==> config.mk <==
export PLATFORM = sky130hd
export DESIGN_NAME = hazard_tracker
export DESIGN_NICKNAME = d
export VERILOG_FILES = /design/src/rtl/hazard_tracker_pkg.sv /design/src/rtl/hazard_slot.sv /design/src/rtl/hazard_tracker.sv
export SDC_FILE = /design/constraint.sdc
export NUM_CORES = 1
export LEC_CHECK = 0
export ABC_CLOCK_PERIOD_IN_PS = 6100
export CORE_ASPECT_RATIO = 1.25
export CORE_UTILIZATION = 34
export CTS_CLUSTER_DIAMETER = 50
export DETAILED_ROUTE_END_ITERATION = 10
export HOLD_SLACK_MARGIN = 0.03
export PLACE_DENSITY = 0.56
export SETUP_SLACK_MARGIN = 0.3
export SKIP_CTS_REPAIR_TIMING = 1
export SYNTH_ARGS = -nofsm -noshare
export SYNTH_HDL_FRONTEND = slang
export SYNTH_HIERARCHICAL = 1
export SYNTH_SLANG_ARGS = --single-unit
==> constraint.sdc <==
create_clock -name clk -period 6.1 [get_ports clk]
set_input_delay 0.61 -clock clk [delete_from_list [all_inputs] [get_ports clk]]
set_output_delay 0.61 -clock clk [all_outputs]
set_load 0.01 [all_outputs]
==> src/rtl/hazard_tracker_pkg.sv <==
// Shared pipeline types for the hazard tracker: slot record, FSM states, index width.
// Latency: none (types and constants only).
// Backpressure: none.
package hazard_tracker_pkg;

    // Default register-index width for the tracker.
    localparam int REGW_DEFAULT = 5;
    // Widest register index a slot can carry; REGW must not exceed this.
    localparam int REGW_MAX = 8;

    // One pipeline slot: destination and the write/load attributes of its instruction.
    typedef struct packed {
        logic                valid;
        logic [REGW_MAX-1:0] rd;
        logic                regwrite;
        logic                memread;
    } slot_t;

    // RUN: normal flow. FREEZE: a load in MEM is waiting on data memory.
    typedef enum logic {
        ST_RUN    = 1'b0,
        ST_FREEZE = 1'b1
    } state_t;

endpackage

==> src/rtl/hazard_slot.sv <==
// Single pipeline slot register that can hold its value or load an invalid bubble.
// Latency: one clk edge from d to q.
// Backpressure: hold freezes the slot; hold dominates bubble.
module hazard_slot
    import hazard_tracker_pkg::*;
(
    input  logic  clk,
    input  logic  reset,
    input  logic  hold,
    input  logic  bubble,
    input  slot_t d,
    output slot_t q
);

    // Slot register: clear on reset, keep on hold, otherwise take a bubble or the new entry.
    always_ff @(posedge clk or posedge reset) begin
        if (reset) begin
            q <= '0;
        end else if (!hold) begin
            q <= bubble ? slot_t'('0) : d;
        end
    end

endmodule

==> src/rtl/hazard_tracker.sv <==
// Tracks EX/MEM/WB destinations and drives stall/flush for load-use, taken branches and memory waits.
// Latency: control outputs are combinational; slot updates land on the next clk edge.
// Backpressure: dmem_busy on a MEM load freezes all slots; branches seen while frozen are replayed on unfreeze.
module hazard_tracker
    import hazard_tracker_pkg::*;
#(
    parameter int REGW = REGW_DEFAULT,
    parameter int CNTW = 16
) (
    input  logic            clk,
    input  logic            reset,
    input  logic            id_valid,
    input  logic [REGW-1:0] id_rs1,
    input  logic [REGW-1:0] id_rs2,
    input  logic            id_use_rs1,
    input  logic            id_use_rs2,
    input  logic [REGW-1:0] id_rd,
    input  logic            id_regwrite,
    input  logic            id_memread,
    input  logic            ex_branch_taken,
    input  logic            dmem_busy,
    output logic [REGW-1:0] rd_mem,
    output logic [REGW-1:0] rd_wb,
    output logic            regwrite_mem,
    output logic            regwrite_wb,
    output logic            memread_ex,
    output logic            pc_write,
    output logic            if_id_write,
    output logic            if_id_flush,
    output logic            id_ex_flush,
    output logic            stall_all,
    output logic [CNTW-1:0] stall_count
);

    localparam logic [CNTW-1:0] CNT_ONE = {{(CNTW-1){1'b0}}, 1'b1};

    slot_t               ex_q, mem_q, wb_q;
    slot_t               id_entry;
    logic [REGW_MAX-1:0] rs1_ext, rs2_ext;
    state_t              state;
    logic                branch_pend;
    logic                branch_eff;
    logic                load_use;
    logic                lu_stall;
    logic                unused_wb_memread;

    assign unused_wb_memread = wb_q.memread;

    // Widen ID fields to slot width so all comparisons are made on full slot indices.
    always_comb begin
        id_entry                = '0;
        id_entry.valid          = id_valid;
        id_entry.rd[REGW-1:0]   = id_rd;
        id_entry.regwrite       = id_regwrite;
        id_entry.memread        = id_memread;
        rs1_ext                 = '0;
        rs1_ext[REGW-1:0]       = id_rs1;
        rs2_ext                 = '0;
        rs2_ext[REGW-1:0]       = id_rs2;
    end

    // Hazard detection and pipeline control; branch (live or deferred) outranks load-use.
    always_comb begin
        stall_all  = mem_q.valid && mem_q.memread && dmem_busy;
        load_use   = id_valid && ex_q.valid && ex_q.memread && (ex_q.rd != '0) &&
                     ((id_use_rs1 && (rs1_ext == ex_q.rd)) ||
                      (id_use_rs2 && (rs2_ext == ex_q.rd)));
        branch_eff = !reset && !stall_all &&
                     (ex_branch_taken || ((state == ST_FREEZE) && branch_pend));
        lu_stall   = !reset && !stall_all && !branch_eff && load_use;
        pc_write    = !stall_all && !lu_stall;
        if_id_write = !stall_all && !lu_stall;
        if_id_flush = branch_eff;
        id_ex_flush = branch_eff || lu_stall;
    end

    hazard_slot u_ex (
        .clk    (clk),
        .reset  (reset),
        .hold   (stall_all),
        .bubble (branch_eff || load_use),
        .d      (id_entry),
        .q      (ex_q)
    );

    hazard_slot u_mem (
        .clk    (clk),
        .reset  (reset),
        .hold   (stall_all),
        .bubble (1'b0),
        .d      (ex_q),
        .q      (mem_q)
    );

    hazard_slot u_wb (
        .clk    (clk),
        .reset  (reset),
        .hold   (stall_all),
        .bubble (1'b0),
        .d      (mem_q),
        .q      (wb_q)
    );

    // Tracker view of the slots; x0 destinations never report a write.
    always_comb begin
        rd_mem       = mem_q.rd[REGW-1:0];
        rd_wb        = wb_q.rd[REGW-1:0];
        regwrite_mem = mem_q.valid && mem_q.regwrite && (mem_q.rd != '0);
        regwrite_wb  = wb_q.valid && wb_q.regwrite && (wb_q.rd != '0);
        memread_ex   = ex_q.valid && ex_q.memread;
    end

    // Freeze FSM; remembers a branch seen while frozen so it flushes on the first free cycle.
    always_ff @(posedge clk or posedge reset) begin
        if (reset) begin
            state       <= ST_RUN;
            branch_pend <= 1'b0;
        end else begin
            case (state)
                ST_RUN: begin
                    if (stall_all) begin
                        state       <= ST_FREEZE;
                        branch_pend <= ex_branch_taken;
                    end
                end
                ST_FREEZE: begin
                    if (!dmem_busy) begin
                        state       <= ST_RUN;
                        branch_pend <= 1'b0;
                    end else begin
                        branch_pend <= branch_pend || ex_branch_taken;
                    end
                end
                default: begin
                    state       <= ST_RUN;
                    branch_pend <= 1'b0;
                end
            endcase
        end
    end

    // Saturating count of frozen and load-use bubble cycles.
    always_ff @(posedge clk or posedge reset) begin
        if (reset) begin
            stall_count <= '0;
        end else if ((stall_all || lu_stall) && !(&stall_count)) begin
            stall_count <= stall_count + CNT_ONE;
        end
    end

endmodule
* Word-level counts from Yosys, hierarchy flattened
Cells that the tools add are included.
** Storage, ports and cells
- Flip-flop bits (word level) :: 50
- Word-level logic and storage cells :: 61
- Output and inout port bits :: 34
- Input bits :: 24
** Operators by class
- $add $sub $neg :: 1
- Multiplexer cells :: 7
- Bitwise gates (word level) :: 1
- Equal/unequal tests :: 3
- Reduce and logical (&&, ||, !) cells :: 35
** Operators by type and width (count)
- nonzero test 8 bit :: 3
- logical AND 1 bit :: 20
- adder 16 x 1 -> 16 bit (second input constant) :: 1
- equality test 5 x 8 -> 1 bit :: 2
- AND reduction 16 bit :: 1
- 2-to-1 mux 11 bit :: 1
- logical OR 1 bit :: 6
- zero test 1 bit :: 5
- 2-to-1 mux 1 bit :: 4
- one-hot mux 1 bit (2 select lines) :: 2
- inequality test 2 bit (second input constant) :: 1
- inverter 1 bit :: 1

* Logic depth before layout (Yosys ltp)
Gate-level depths: netlist of run 1.
- Depth after elaboration :: 10
- Mapped depth :: 8
- Depth with buffers taken out :: 7

* Hierarchy
The synthesis of run 1 kept the hierarchy.
** By module, submodules not included
- hazard_slot :: area an instance 404.1 µm², cells each 27, seq. area each 275.3 µm², times used 3
- hazard_tracker :: area an instance 1116.1 µm², cells each 116, seq. area each 450.4 µm², times used 1

* Worst setup path after synthesis of run 1
Ideal clock, no wire load.
- Path kind :: register to output
- Start point :: register u_ex/q[3] (netlist name)
- End point :: output port pc_write
- Setup slack :: 3.696 ns
- Buffers on the path :: 1
- Arrival time :: 1.794 ns
- Stages on the path, launching flop included :: 5
- Data required time :: 5.490 ns
- Cells stage by stage :: dfrtp_1 > or4_1 > o211a_1 > a41oi_1 > buf_4
** On the way
- Cells in the longest elaborated chain, start to end :: 7
- Elaborated cells between the ends (all ways) :: 11
** Ends and longest elaborated chain
- start, declared :: line hazard_slot.sv:12 : output slot_t q
- start signal, assigned :: line hazard_slot.sv:20 : q <= bubble ? slot_t'('0) : d;
- equality test 5 x 8 -> 1 bit (on tied branches) :: line hazard_tracker.sv:66, hazard_tracker.sv:67
- logical AND 1 bit (on tied branches) :: line hazard_tracker.sv:66, hazard_tracker.sv:67
- logical OR 1 bit :: line hazard_tracker.sv:66 : ((id_use_rs1 && (rs1_ext == ex_q.rd)) ||
- logical AND 1 bit (*) :: line hazard_tracker.sv:65 : load_use = id_valid && ex_q.valid && ex_q.memread && (ex_q.rd != '0) &&
- logical AND 1 bit (*) :: line hazard_tracker.sv:70 : lu_stall = !reset && !stall_all && !branch_eff && load_use;
- zero test 1 bit (*)
- logical AND 1 bit (*)
- end, declared :: line hazard_tracker.sv:27 : output logic pc_write,
Mark *: on every way between the ends. The rest lies on a longest branch, timed or not.

* Final worst setup path of run 1
- Start point :: input port id_rs2[4]
- End point :: output port id_ex_flush
** On the way
- Cells in the longest elaborated chain, start to end :: 6
** Ends and longest elaborated chain
- start, declared :: line hazard_tracker.sv:14 : input logic [REGW-1:0] id_rs2,
- equality test 5 x 8 -> 1 bit :: line hazard_tracker.sv:67 : (id_use_rs2 && (rs2_ext == ex_q.rd)));
- logical AND 1 bit :: line hazard_tracker.sv:67
- logical OR 1 bit :: line hazard_tracker.sv:66
- logical AND 1 bit :: line hazard_tracker.sv:65
- logical AND 1 bit :: line hazard_tracker.sv:70
- logical OR 1 bit :: line hazard_tracker.sv:74 : id_ex_flush = branch_eff || lu_stall;
- end, declared :: line hazard_tracker.sv:30 : output logic id_ex_flush,
No other way between the ends.

==> results.tsv, run 1 <==
metric	value	unit
place_congestion	0.734	
first_iter_violations	57	
viasPerCell	4.87	
p_leak	1.37	nW
area_growth	32.7	%
hold_viol_final	0	
cp.required	5.49	ns
critPathLaunchType	primary input	
setup_ws	2.72	ns
max-slew-margin-rel	52.0	%
worst-path-buf-inv	2	
grt_usage	16.1	%
min_from	stall_count[15]	
netlist_instances	195	
rsz0062_at_grt	false	
rows	33	
cts_max_level	2	
p_sw	0.000182	W
cp_slowest_stage_delay	0.59	ns
endpoint_kind	output pin	
fin_nets	286	
cts-root-buf	clkbuf_8	
grt_overflow_total	0	
netSwitchingFraction	27.0	%
yosysWarnings	6	
dp_hpwl	3830	um
drive_gt1_share	5.73	%
p_clk_share	30.0	%
drv_cap	0	
coreArea	6520	um^2
pwr-share-comb	14.8	%
pwr-share-seq	55.2	%
finalSetupViolations	0	
criticalPathCategory	primary input to output pin	
initial_core_util	35.2	%
netlist_area	2290	um^2
grt_pass1_vias	1773	
p_int	0.000493	W
min_period_over_period	55.4	%
cp_cell_sequence	clkdlybuf4s50_1 -> xnor2_1 -> nand4_1 -> o22ai_1 -> nand2_1 -> a211oi_1 -> clkdlybuf4s50_1	
r2r_start	u_ex/q[3]	
die-area	7080	um^2
grt_max_degree	43	
die_w	75.5	um
portBuffers	57	
finClkSkew	0.00738	ns
avgRoutedWirePerCell	14.8	um
path_common_cell	clkdlybuf4s50_1	
grtUsageMet2	27.0	%
worstMarginPinSlew	0.720	ns
period_minus_slack	3.38	ns
avgSynthCellArea	11.8	um^2
clock_sinks	50	
grt_first_pass_wirelength	8510	um
grt_util_met3	2.58	%
cts_tree	yes	
peakVddDrop	0.000100	V
final_antenna_net_count	0	
vias	1701	
slew_violations	0	
hp-class	register to register	
crit_fanout	4	
clkLatencyLatePin	0.31	ns
cp-startpoint	id_rs2[4]	
drc_errors	0	
cts_buffers	5	
drt-pass1-iter-count	4	
outcome	complete, no violations	
pwr_density_cell	222	nW/um^2
diodes	0	
crit_arrival	2.77	ns
cts_buffer_depth	2	
io_pins	58	
crit_slowest_cell	clkdlybuf4s50_1	
place_ws	2.70	ns
die_y	93.9	um
clkTransAtPathRegs	0.10	ns
final.setup.tns	0	ns
antenna_found_initial	0	
busiest_layer	met2	
crit_family	buffers and inverters	
wirelength	5160	um
clock.fmax	296	MHz
grtUsageMet1	20.1	%
==> per-layer routing <==
metal,vias up,part of all wire [%]
met2,27,51
met5,-,0
met1,823,44
met3,8,2.9
li1,843,-
met4,0,1.8
==> placed cells by master, fill, tap and decap left out, types with 3 or more instances in the layout <==
cell             count
xnor2_1             13
nor4_1               8
o21ai_0              4
nor2_1               3
xor2_1              12
a21oi_1              5
dfrtp_1             50
conb_1               7
nand2_1             14
nand2b_1             4
a22o_1              29
nor4b_1              3
clkbuf_8             5
nor3_1               6
inv_1                8
nand4_1              6
clkdlybuf4s50_1     57
nor2_4               3
nand3_1              5
==> final timing paths <==
check | to | slack [ns] | depth (start not counted)
hold / removal | stall_count[15] | 0.50 | 1
hold reg to reg | stall_count[15] | 0.50 | 1
min in group asynchronous | u_wb/q[10] | 0.73 | 2
setup / recovery | id_ex_flush | 2.72 | 7
setup reg to reg | stall_count[1] | 3.78 | 5
max in group asynchronous | stall_count[5] | 4.76 | 2
==> layout make-up <==
class	instances	area (um^2)
Clock inverter	3	25.0
Clock buffer	5	68.8
Inverter	8	30.0
Fill cell	660	3480
Tap cell	87	109
Multi-Input combinational cell	138	983
Timing Repair Buffer	58	578
Sequential cell	50	1250
==> worst register-to-register path: stages, from the launching register on <==
cell and delay (ns):
dfrtp_1 0.45, or4_1 0.55, o211a_1 0.27, and4bb_4 0.22, a21oi_4 0.38, mux2_4 0.34
==> power groups by stage <==
| stage | clock network, W | registers (W) | logic, W |
|---|---|---|---|
| after floorplan | 0 | 0.000379 | 0.0000487 |
| after global placement | 0 | 0.000380 | 0.0000993 |
| after detailed placement | 0 | 0.000380 | 0.000101 |
| after CTS | 0.000209 | 0.000373 | 0.000102 |
| after global routing | 0.000219 | 0.000376 | 0.000110 |
| final | 0.000203 | 0.000373 | 0.0000998 |
==> sequential cells by signal (all words and copies together), names as in the netlist <==
register / count
branch_pend: 1
u_wb/q: 10
u_ex/q: 11
stall_count: 16
u_mem/q: 11
state: 1
==> through the flow <==
step | utilization [%] | hold slack [ns] | instances | instance area (um^2) | total power (W)
global placement | 45.2 | 0.484 | 341 | 2950 | 0.000479
detailed placement | 45.2 | 0.488 | 341 | 2950 | 0.000481
floorplan | - | 0.450 | 201 | 2320 | 0.000427
CTS | 46.7 | 0.512 | 349 | 3050 | 0.000684
global route | 46.7 | 0.520 | 349 | 3050 | 0.000706
finish | 46.7 | 0.501 | 349 | 3050 | 0.000675
No activity file was read; power rests on OpenSTA's default activity.
==> inputs of run 2 (changes only) <==
--- a/config.mk
+++ b/config.mk
@@ -5,13 +5,13 @@
 export SDC_FILE = /design/constraint.sdc
 export NUM_CORES = 1
 export LEC_CHECK = 0
-export ABC_CLOCK_PERIOD_IN_PS = 6100
+export ABC_CLOCK_PERIOD_IN_PS = 3100
 export CORE_ASPECT_RATIO = 1.25
 export CORE_UTILIZATION = 34
 export CTS_CLUSTER_DIAMETER = 50
 export DETAILED_ROUTE_END_ITERATION = 10
 export HOLD_SLACK_MARGIN = 0.03
-export PLACE_DENSITY = 0.56
+export PLACE_DENSITY = 0.58
 export SETUP_SLACK_MARGIN = 0.3
 export SKIP_CTS_REPAIR_TIMING = 1
 export SYNTH_ARGS = -nofsm -noshare
==> constraint.sdc (replaced) <==
create_clock -name clk -period 3.1 [get_ports clk]
set_input_delay 0.31 -clock clk [delete_from_list [all_inputs] [get_ports clk]]
set_output_delay 0.31 -clock clk [all_outputs]
set_load 0.01 [all_outputs]
==> run 2 against run 1 <==
  * Die area is the same
  * Critical path depth shrank 3
  * Largest cell class unchanged
  * Critical endpoint is now pc_write
  * Core utilization grew 0.54 points
  * Total power grew 96%
==> results.tsv, run 2 (synthesis gave the netlist of run 1 again) <==
metric	value	unit
outcome	complete, no violations	
drt-pass1-iter-count	4	
portBuffers	57	
io_pins	58	
reg_top3	stall_count (16), u_ex/q (11), u_mem/q (11)	
clkTransAtPathRegs	0.10	ns
final.setup.tns	0	ns
drv_cap	0	
largest_reg_flops	16	
rows	33	
crit_arrival	2.38	ns
die-area	7080	um^2
finalSetupViolations	0	
pwr_density_cell	430	nW/um^2
clock.fmax	372	MHz
peakVddDrop	0.000216	V
crit_fanout	5	
slew_violations	0	
clock_sinks	50	
cts_buffers	5	
criticalPathCategory	register to output pin	
critPathLaunchType	register	
top_register	stall_count	
period_minus_slack	2.69	ns
grt_first_pass_wirelength	8540	um
hp-class	primary input to asynchronous set/reset pin	
cp.required	2.79	ns
cts-root-buf	clkbuf_8	
ff2ff_setup_slack	0.81	ns
first_iter_violations	48	
grt_usage	16.0	%
dp_hpwl	3780	um
final_antenna_net_count	0	
area_growth	34.2	%
wirelength	5090	um
setup_ws	0.414	ns
finClkSkew	0.0158	ns
rsz0062_at_grt	true	
drc_errors	0	
grt_overflow_total	0	
die_w	75.5	um
coreArea	6520	um^2
grt_max_degree	39	
fillCellCount	645	
drive_gt1_share	7.58	%
final_common_cell	clkdlybuf4s50_1	
avgRoutedWirePerCell	14.5	um
cts_buffer_depth	2	
viasPerCell	4.81	
place_congestion	0.770	
layout_common_cells	clkdlybuf4s50_1, dfrtp_1, a22o_1	
cts_tree	yes	
endpoint_kind	output pin	
vias	1690	
grt_pass1_vias	1676	
diodes	0	
initial_core_util	35.2	%
antenna_found_initial	0	
regArea	1250	um^2
p_leak	1.38	nW
clkLatencyLatePin	0.31	ns
fin_hold_ws	0.475	ns
min_period_over_period	86.7	%
fin_nets	288	
final_core_util	47.2	%
hold_viol_final	0	
multi_input_area	1000	um^2
place_ws	0.438	ns
die_y	93.9	um
cts_max_level	2	
-- run 2: layer usage --
metal | part of all wire (%) | wire length (um) | track usage, % | vias up
met5 | 0 | 0 | 0 | -
met2 | 48 | 2450 | 25.0 | 25
met1 | 48 | 2420 | 22.1 | 811
met3 | 2.8 | 144 | 3.22 | 6
met4 | 1.4 | 69 | 5.09 | 0
li1 | - | - | - | 848
-- run 2: layout make-up --
| type | instances | area share, % |
|---|---|---|
| clock inverters | 3 | 0.772 |
| well taps | 87 | 3.53 |
| repair buffers | 60 | 19.3 |
| clock buffers | 5 | 2.23 |
| multi-input cells | 138 | 32.5 |
| inverters | 8 | 0.975 |
| flip-flops and latches | 50 | 40.6 |
-- run 2: critical path, stage by stage, from the launching register on --
cell,delay [ns]
dfrtp_1,0.45
or4_1,0.53
o211a_1,0.28
a41oi_2,0.23
clkdlybuf4s50_1,0.58
-- run 2: stage by stage --
step                      total power, W  instances  area (um^2)
after floorplan                 0.000841        201         2320
after global placement          0.000945        343         2970
after detailed placement        0.000947        343         2970
after CTS                        0.00134        351         3060
after global routing             0.00139        351         3080
final                            0.00133        351         3080
-- run 2: path summary, 6_finish.rpt --
| kind | start | endpoint | cells past startpoint |
|---|---|---|---|
| min | reset | u_wb/q[10] | 2 |
| max | u_ex/q[3] | pc_write | 4 |
| min reg2reg | stall_count[15] | stall_count[15] | 1 |
| max in group asynchronous | reset | u_mem/q[9] | 2 |
| min in group clk | stall_count[15] | stall_count[15] | 1 |
| max reg2reg | u_ex/q[3] | stall_count[1] | 5 |
-- run 2: where the power goes --
group	switching [W]	internal (W)
combinational	0.0000810	0.000119
clock	0.000229	0.000162
sequential	0.0000447	0.000690
